<file path="src/rtl/generador_sensores_if.sv">
// Request/sensor bundle between a requester and the generador_sensores emulator.
// GEN_SENSORES_ABORT_EN adds the abort request line.
interface generador_sensores_if;
    logic       req_entra;
    logic       req_sale;
    logic       req_persona;
`ifdef GEN_SENSORES_ABORT_EN
    logic       abort;
`endif
    logic       a;
    logic       b;
    logic       busy;
    logic       done;
    logic [1:0] tipo;

`ifdef GEN_SENSORES_ABORT_EN
    modport master (
        output req_entra, req_sale, req_persona, abort,
        input  a, b, busy, done, tipo
    );
    modport slave (
        input  req_entra, req_sale, req_persona, abort,
        output a, b, busy, done, tipo
    );
`else
    modport master (
        output req_entra, req_sale, req_persona,
        input  a, b, busy, done, tipo
    );
    modport slave (
        input  req_entra, req_sale, req_persona,
        output a, b, busy, done, tipo
    );
`endif
endinterface

</file>
<file path="src/rtl/generador_sensores.sv">
// Emulates the A/B parking sensor pair: entry, exit or pedestrian pattern on request.
// Optional GEN_SENSORES_ABORT_EN adds an abort input that jumps straight to the idle gap.
module generador_sensores #(
    parameter int unsigned HOLD_CYCLES = 4,
    parameter int unsigned CNT_W       = 8
) (
    input logic                clk,
    input logic                reset,
    generador_sensores_if.slave bus
);
    localparam logic [2:0] ST_IDLE = 3'd0;
    localparam logic [2:0] ST_PH1  = 3'd1;
    localparam logic [2:0] ST_PH2  = 3'd2;
    localparam logic [2:0] ST_PH3  = 3'd3;
    localparam logic [2:0] ST_GAP  = 3'd4;

    localparam logic [1:0] T_NONE    = 2'b00;
    localparam logic [1:0] T_ENTRA   = 2'b01;
    localparam logic [1:0] T_SALE    = 2'b10;
    localparam logic [1:0] T_PERSONA = 2'b11;

    localparam logic [CNT_W-1:0] CNT_LAST = CNT_W'(HOLD_CYCLES - 1);

    logic [2:0]       state_q, state_d;
    logic [CNT_W-1:0] cnt_q, cnt_d;
    logic [1:0]       tipo_q, tipo_d;
    logic             a_q, a_d;
    logic             b_q, b_d;
    logic             busy_q, busy_d;
    logic             done_q, done_d;
    logic             abort_req;

`ifdef GEN_SENSORES_ABORT_EN
    assign abort_req = bus.abort;
`else
    assign abort_req = 1'b0;
`endif

    always_comb begin
        state_d = state_q;
        cnt_d   = cnt_q;
        tipo_d  = tipo_q;
        done_d  = 1'b0;

        if (state_q == ST_IDLE) begin
            if (bus.req_entra) begin
                tipo_d  = T_ENTRA;
                state_d = ST_PH1;
                cnt_d   = '0;
            end else if (bus.req_sale) begin
                tipo_d  = T_SALE;
                state_d = ST_PH1;
                cnt_d   = '0;
            end else if (bus.req_persona) begin
                tipo_d  = T_PERSONA;
                state_d = ST_PH1;
                cnt_d   = '0;
            end
        end else if (abort_req) begin
            // Abort beats phase advance; re-entering GAP restarts its count.
            state_d = ST_GAP;
            cnt_d   = '0;
        end else if (cnt_q == CNT_LAST) begin
            cnt_d = '0;
            case (state_q)
                ST_PH1:  state_d = (tipo_q == T_PERSONA) ? ST_GAP : ST_PH2;
                ST_PH2:  state_d = ST_PH3;
                ST_PH3:  state_d = ST_GAP;
                ST_GAP: begin
                    state_d = ST_IDLE;
                    tipo_d  = T_NONE;
                    done_d  = 1'b1;
                end
                default: state_d = ST_IDLE;
            endcase
        end else begin
            cnt_d = cnt_q + 1'b1;
        end

        busy_d = (state_d != ST_IDLE);

        // Outputs are decoded from the next state so they land in flops on the same edge.
        a_d = 1'b0;
        b_d = 1'b0;
        case (state_d)
            ST_PH1: begin
                a_d = (tipo_d != T_SALE);
                b_d = (tipo_d == T_SALE);
            end
            ST_PH2: begin
                a_d = 1'b1;
                b_d = 1'b1;
            end
            ST_PH3: begin
                a_d = (tipo_d == T_SALE);
                b_d = (tipo_d == T_ENTRA);
            end
            default: begin
                a_d = 1'b0;
                b_d = 1'b0;
            end
        endcase
    end

    always_ff @(posedge clk or posedge reset) begin
        if (reset) begin
            state_q <= ST_IDLE;
            cnt_q   <= '0;
            tipo_q  <= T_NONE;
            a_q     <= 1'b0;
            b_q     <= 1'b0;
            busy_q  <= 1'b0;
            done_q  <= 1'b0;
        end else begin
            state_q <= state_d;
            cnt_q   <= cnt_d;
            tipo_q  <= tipo_d;
            a_q     <= a_d;
            b_q     <= b_d;
            busy_q  <= busy_d;
            done_q  <= done_d;
        end
    end

    assign bus.a    = a_q;
    assign bus.b    = b_q;
    assign bus.busy = busy_q;
    assign bus.done = done_q;
    assign bus.tipo = tipo_q;
endmodule

</file>
<file path="src/flat_wrapper.sv">
// flat-port wrapper written by rule: the top's interface ports become plain ports
module generador_sensores_flat 
#(
    parameter int unsigned HOLD_CYCLES = 4,
    parameter int unsigned CNT_W       = 8
)
  (clk, reset, bus_req_entra, bus_req_sale, bus_req_persona, bus_a, bus_b, bus_busy, bus_done, bus_tipo);
  generador_sensores_if bus_i ();
  input logic clk;
  input logic reset;
  input wire logic [$bits(bus_i.req_entra)-1:0] bus_req_entra;
  input wire logic [$bits(bus_i.req_sale)-1:0] bus_req_sale;
  input wire logic [$bits(bus_i.req_persona)-1:0] bus_req_persona;
  output wire logic [$bits(bus_i.a)-1:0] bus_a;
  output wire logic [$bits(bus_i.b)-1:0] bus_b;
  output wire logic [$bits(bus_i.busy)-1:0] bus_busy;
  output wire logic [$bits(bus_i.done)-1:0] bus_done;
  output wire logic [$bits(bus_i.tipo)-1:0] bus_tipo;
  assign bus_i.req_entra = bus_req_entra;
  assign bus_i.req_sale = bus_req_sale;
  assign bus_i.req_persona = bus_req_persona;
  assign bus_a = bus_i.a;
  assign bus_b = bus_i.b;
  assign bus_busy = bus_i.busy;
  assign bus_done = bus_i.done;
  assign bus_tipo = bus_i.tipo;
  generador_sensores #(.HOLD_CYCLES(HOLD_CYCLES), .CNT_W(CNT_W)) u_core (.clk(clk), .reset(reset), .bus(bus_i));
endmodule
</file>
<file path="config.mk">
export PLATFORM = sky130hd
export DESIGN_NAME = generador_sensores_flat
export DESIGN_NICKNAME = d
export VERILOG_FILES = /design/src/rtl/generador_sensores_if.sv /design/src/rtl/generador_sensores.sv /design/src/flat_wrapper.sv
export SDC_FILE = /design/constraint.sdc
export NUM_CORES = 1
export LEC_CHECK = 0
export BUFFER_PORTS_ARGS = -buffer_cell sky130_fd_sc_hd__buf_2
export CELL_PAD_IN_SITES_DETAIL_PLACEMENT = 0
export CELL_PAD_IN_SITES_GLOBAL_PLACEMENT = 1
export CORE_MARGIN = 10
export CORE_UTILIZATION = 35
export DETAILED_ROUTE_END_ITERATION = 7
export HOLD_SLACK_MARGIN = 0.12
export PLACE_DENSITY_LB_ADDON = 0.2
export SETUP_SLACK_MARGIN = 0.2
export SLEW_MARGIN = 10
export SYNTH_ARGS = -nofsm -noshare
export SYNTH_HDL_FRONTEND = slang
export SYNTH_SLANG_ARGS = --single-unit
</file>
<file path="constraint.sdc">
create_clock -name clk -period 4.15 [get_ports clk]
set_clock_uncertainty 0.1 [all_clocks]
set_input_delay 0 -clock clk [delete_from_list [all_inputs] [get_ports clk]]
set_output_delay 0 -clock clk [all_outputs]
set_load 0.01 [all_outputs]
</file>
# Yosys cells after proc, flatten, opt, wreduce, memory -nomap -nowiden
# Index checks and enable logic that the tools add are counted.
dict set report word_totals {
  regBits 17
  input_bits 5
  output_inout_bits 6
  wordCells 46
}
dict set report op_classes {
  add_sub_neg 1
  n_eq_ne 13
  n_mux 23
  reduce_logical 2
}
# op n
set op_table {}
lappend op_table {{8-bit 2-to-1 mux} 5}
lappend op_table {{3-bit 2-to-1 mux} 6}
lappend op_table {{3-bit by 2-bit == test with 1-bit output, second input constant} 4}
lappend op_table {{2-bit 2-to-1 mux} 6}
lappend op_table {{3-bit case mux with 3 select lines} 1}
lappend op_table {{8-bit by 1-bit adder with 8-bit output, second input constant} 1}
lappend op_table {{8-bit by 2-bit == test with 1-bit output, second input constant} 1}
lappend op_table {{3-bit by 1-bit == test with 1-bit output, second input constant} 2}
lappend op_table {{1-bit case mux with 3 select lines} 2}
lappend op_table {{2-bit == test, second input constant} 2}
lappend op_table {{4-bit != test, second input constant} 1}
lappend op_table {{3-bit == test, second input constant} 1}
lappend op_table {{3-bit zero test} 1}
lappend op_table {{1-bit 2-to-1 mux} 3}
lappend op_table {{3-bit nonzero test} 1}
lappend op_table {{2-bit by 1-bit == test with 1-bit output, second input constant} 1}
lappend op_table {{2-bit != test, second input constant} 1}

# Logic depth before layout (Yosys ltp)
dict set report logic_depth {
  ltp_word 7
  mapped_depth 6
  mapped_depth_nobuf 6
}

# Least setup slack after synthesis
# No wires, ideal clock.
dict set report synth_timing {
  path_type {register to register}
  from {reg u_core.cnt_q[5]}
  to {reg u_core.b_q, in the netlist u_core.bus.b}
  setup_time_ns 0.082
  arrival_time_ns 1.920
  required_time_ns 3.968
  slack_ns 2.048
  stages_incl_launch_ff 6
  path_buffers 0
  cell_sequence {dfrtp_1 -> or4_4 -> o21ai_2 -> a32oi_1 -> or4_1 -> o22ai_1}
}
dict set report synth_between {
  elab_chain_len 5
  elab_cells_between_ends 11
  cone_classes {eq/ne: 6; mux: 5}
}
# item line
set synth_rtl {}
lappend synth_rtl {{start: declaration} generador_sensores.sv:25} ;# logic [CNT_W-1:0] cnt_q, cnt_d;
lappend synth_rtl {{start signal: assignment} generador_sensores.sv:116} ;# cnt_q <= cnt_d;
lappend synth_rtl {{8-bit by 2-bit == test with 1-bit output (*)} generador_sensores.sv:63} ;# end else if (cnt_q == CNT_LAST) begin
lappend synth_rtl {{3-bit 2-to-1 mux / 2-bit 2-to-1 mux (equally long branches)} generador_sensores.sv:63}
lappend synth_rtl {{3-bit 2-to-1 mux / 2-bit 2-to-1 mux (equally long branches)} generador_sensores.sv:45} ;# if (state_q == ST_IDLE) begin
lappend synth_rtl {{3-bit by 2-bit == test with 1-bit output (tied with other cells)} generador_sensores.sv:85} ;# case (state_d)
lappend synth_rtl {{1-bit case mux with 3 select lines (*)} generador_sensores.sv:85}
lappend synth_rtl {{via u_core.b_d} generador_sensores.sv:28} ;# logic b_q, b_d;
lappend synth_rtl {{end signal: assignment} generador_sensores.sv:111} ;# b_q <= 1'b0;
lappend synth_rtl {{end signal: assignment} generador_sensores.sv:119} ;# b_q <= b_d;
lappend synth_rtl {{end: declaration} generador_sensores.sv:28}
# The timed path passes the listed nets; every way through them passes the cells marked *.
# A chain may end at the register's enable or synchronous reset.

# Final worst setup path
dict set report layout_timing {
  from {reg u_core.cnt_q[0]}
  to {reg u_core.tipo_q[0], in the netlist u_core.bus.tipo[0]}
}
dict set report layout_between {
  elab_chain_len 3
}
# item line
set layout_rtl {}
lappend layout_rtl {{8-bit by 2-bit == test with 1-bit output} generador_sensores.sv:63}
lappend layout_rtl {{2-bit 2-to-1 mux} generador_sensores.sv:63}
lappend layout_rtl {{2-bit 2-to-1 mux} generador_sensores.sv:45}
lappend layout_rtl {{via u_core.tipo_d[0]} generador_sensores.sv:26} ;# logic [1:0] tipo_q, tipo_d;
lappend layout_rtl {{end signal: assignment} generador_sensores.sv:117} ;# tipo_q <= tipo_d;
lappend layout_rtl {{end: declaration} generador_sensores.sv:26}
# The timed path passes the listed nets, and every way through them passes these cells.

==> out/metrics.yaml <==
n_fill_cell: 243
synth_ff_type: "dfrtp_1"
core_mm2: 0.00243
nNetsFinal: 117
cp_num_buf_inv: 1
min_path_type: "in -> reg"
max_freq_mhz: 441
register_area_um2: 425
pre_cts_ws_ns: 1.92
drive_gt1_frac: 0.191
slowest_delay_ns: 0.62
synth_xor_area_frac: 0.0100
cp_max_fo: 5
grt_overflow_total: 0
powerDensity_mw_per_mm2: 672
cts_htree_levels: 1
ys_types: 37
first_pass_iters: 4
synthesis.instances: 92
setup_violations: 0
syn-num-nets: 98
clockBufferDepth: 2
timing.final.ws_setup_ns: 1.88
multiInputGateArea_um2: 430
final_cell_mix: "dfrtp_1, o21ai_0, nand2_1, buf_2, nor2_1"
start_kind: "flop"
min_to: "u_core.bus.tipo[1]"
grt_max_degree: 18
r2r_end: "u_core.bus.tipo[0]"
area_growth_pct: 18.5
synth_edf_count: 0
comb_power_share: 0.457
ys_seq_elements: 17
reg2reg_setup_slack_ns: 1.88
cp_data_required_time_ns: 4.28
async_flop_share: 1.00
synth_top_family_by_area: "simple AND/OR/NAND/NOR gates"
synth-compound-area-share: 0.219
rsz0062_at_grt: "no"
ys_warn_count: 0
postPlaceCellArea_um2: 958
crit_chain: "ha_1 > or3b_1 > nor2_1 > a221oi_1 > dlygate4sd3_1"
dieArea_mm2: 0.00490
crit_family: "buffers and inverters"
first_iter_violations: 35
cp.depth: 5
slowest_stage: "dlygate4sd3_1"
p_int_w: 0.000404
die_h_um: 70.0
hold_path_depth: 5
final_hold_viol_count: 0
cts-root-buf: "clkbuf_4"
arrival_ns: 2.40
drc_errors: 0
wl_met3_um: 88
timing.slew.headroom: 0.576
die_x_um: 70.0
diodes: 0
met2_wirelength_um: 870
yosys.area_share.simple: 0.237
routed_via_density: 5.25
seq_power_share: 0.416
synthAdderAreaFrac: 0.0143
clk_pin_slew_ns: 0.10
outcome: "finished, final reports clean"
cts_tree: "yes"
rows: 18
grt_usage: 0.0810
tightest_slew_ns: 0.635
grt_pass1_vias: 740
drt-met1-wl_um: 861
syn_avg_cell_area_um2: 9.51
cts_buffers: 3
maxCapViolCount: 0
switchingPower_w: 0.000292
wl_per_cell_um: 13.1
p_clk_frac: 0.127
drv_slew: 0
antenna_found_initial: 0
drt-total-wl_um: 1840
pin_count: 11
yosysSeqAreaShare: 0.486
ir_drop_mv: 0.284
synth_mux_area_frac: 0.0114
grt_pass1_wl_um: 3330
path_class: "reg -> reg"
via_count: 735
hold_start: "bus_req_persona"
drtAntennaViolNets: 0
final_common_cell: "dfrtp_1"
final.setup.tns_ns: 0
gp_congestion: 0.827
clk_latency_ns: 0.29
start_util: 0.360
reg2reg_depth: 5
netlist_area_um2: 875
p_leak_nw: 0.455
final_cell_area_mm2: 0.00104
portBuffers: 10
clock_sinks: 17
post-route-min-period_ns: 2.27
netSwitchingFraction: 0.420
crit_path_end_kind: "flop"
post-dp-hpwl_um: 1390
routed.top_layer: "met4"
fin_crit_sh: 0.547
r2r_start: "u_core.cnt_q[0]"
power by group through the flow:
stage	logic [W]	registers (W)	clock network [W]
6_report	0.000318	0.000290	0.0000885
5_1_grt	0.000363	0.000302	0.000103
4_1_cts	0.000321	0.000290	0.0000942
3_5_place_dp	0.000310	0.000293	0
3_3_place_gp	0.000311	0.000292	0
2_1_floorplan	0.000236	0.000282	0
worst register-to-register path, cell delays in order, from the launching register on:
cell and delay (ns):
dfrtp_1 0.42, ha_1 0.25, or3b_1 0.25, nor2_1 0.09, a221oi_1 0.49, dlygate4sd3_1 0.62
registers in the layout, indices dropped and copies added, names as in the netlist:
signal,count
u_core.cnt_q,8
u_core.state_q,3
u_core.bus.tipo,2
u_core.bus.a,1
u_core.bus.b,1
u_core.bus.busy,1
u_core.bus.done,1
metrics by stage:
stage / utilization / cells / hold slack (ns) / power, W
after floorplan: - / 92 / -0.174 / 0.000518
after global placement: 0.394 / 131 / 0.0192 / 0.000603
after detailed placement: 0.394 / 131 / 0.0269 / 0.000603
after CTS: 0.426 / 140 / 0.160 / 0.000706
after global routing: 0.426 / 140 / 0.203 / 0.000768
final: 0.426 / 140 / 0.182 / 0.000696
Yosys cell counts, types with 2 or more instances:
library cell	n	area, µm²
inv_1	4	15.0
nor3_1	4	20.0
nor2_1	6	22.5
dfrtp_1	17	425
and3_1	2	12.5
nand2_1	10	37.5
nand3_1	2	10.0
or2_2	3	18.8
o21ai_0	11	55.1
nand2b_1	3	18.8
a21oi_1	2	10.0
a31oi_1	2	12.5
or3_1	2	12.5
logic make-up after synthesis:
kind of cell	after synthesis
compound gates	28
buf+inv	5
xor+xnor	1
simple gates	39
flops	17
mux	1
fa+ha+maj	1
layout make-up:
cell class / instances / share of cell area
sequential: 17 / 0.411
clock inverter: 1 / 0.00483
tap: 30 / 0.0362
clock buffer: 3 / 0.0217
timing repair buffer: 15 / 0.0966
multi-input combinational: 70 / 0.415
inverter: 4 / 0.0145
layer usage:
| metal | vias to the layer above | GRT usage |
|---|---|---|
| met3 | 2 | 0.0381 |
| li1 | 374 | - |
| met1 | 350 | 0.0891 |
| met4 | 0 | 0.0285 |
| met2 | 9 | 0.133 |
| met5 | - | 0 |
how the worst max path moves through the flow:
stage,startpoint,to
finish,u_core.cnt_q[0],u_core.bus.tipo[0]
global route,u_core.state_q[2],u_core.bus.tipo[0]
CTS,u_core.cnt_q[0],u_core.bus.tipo[0]
detailed placement,u_core.cnt_q[1],u_core.bus.b
global placement,u_core.cnt_q[0],u_core.bus.b
floorplan,u_core.cnt_q[5],u_core.bus.b
repair_timing:
item	CTS	global route
endpoints found under the hold margin	23	0
hold buffers	5	0
buffers inserted	0	0
resized for setup	0	0
Power figures use the tool's default switching activity.
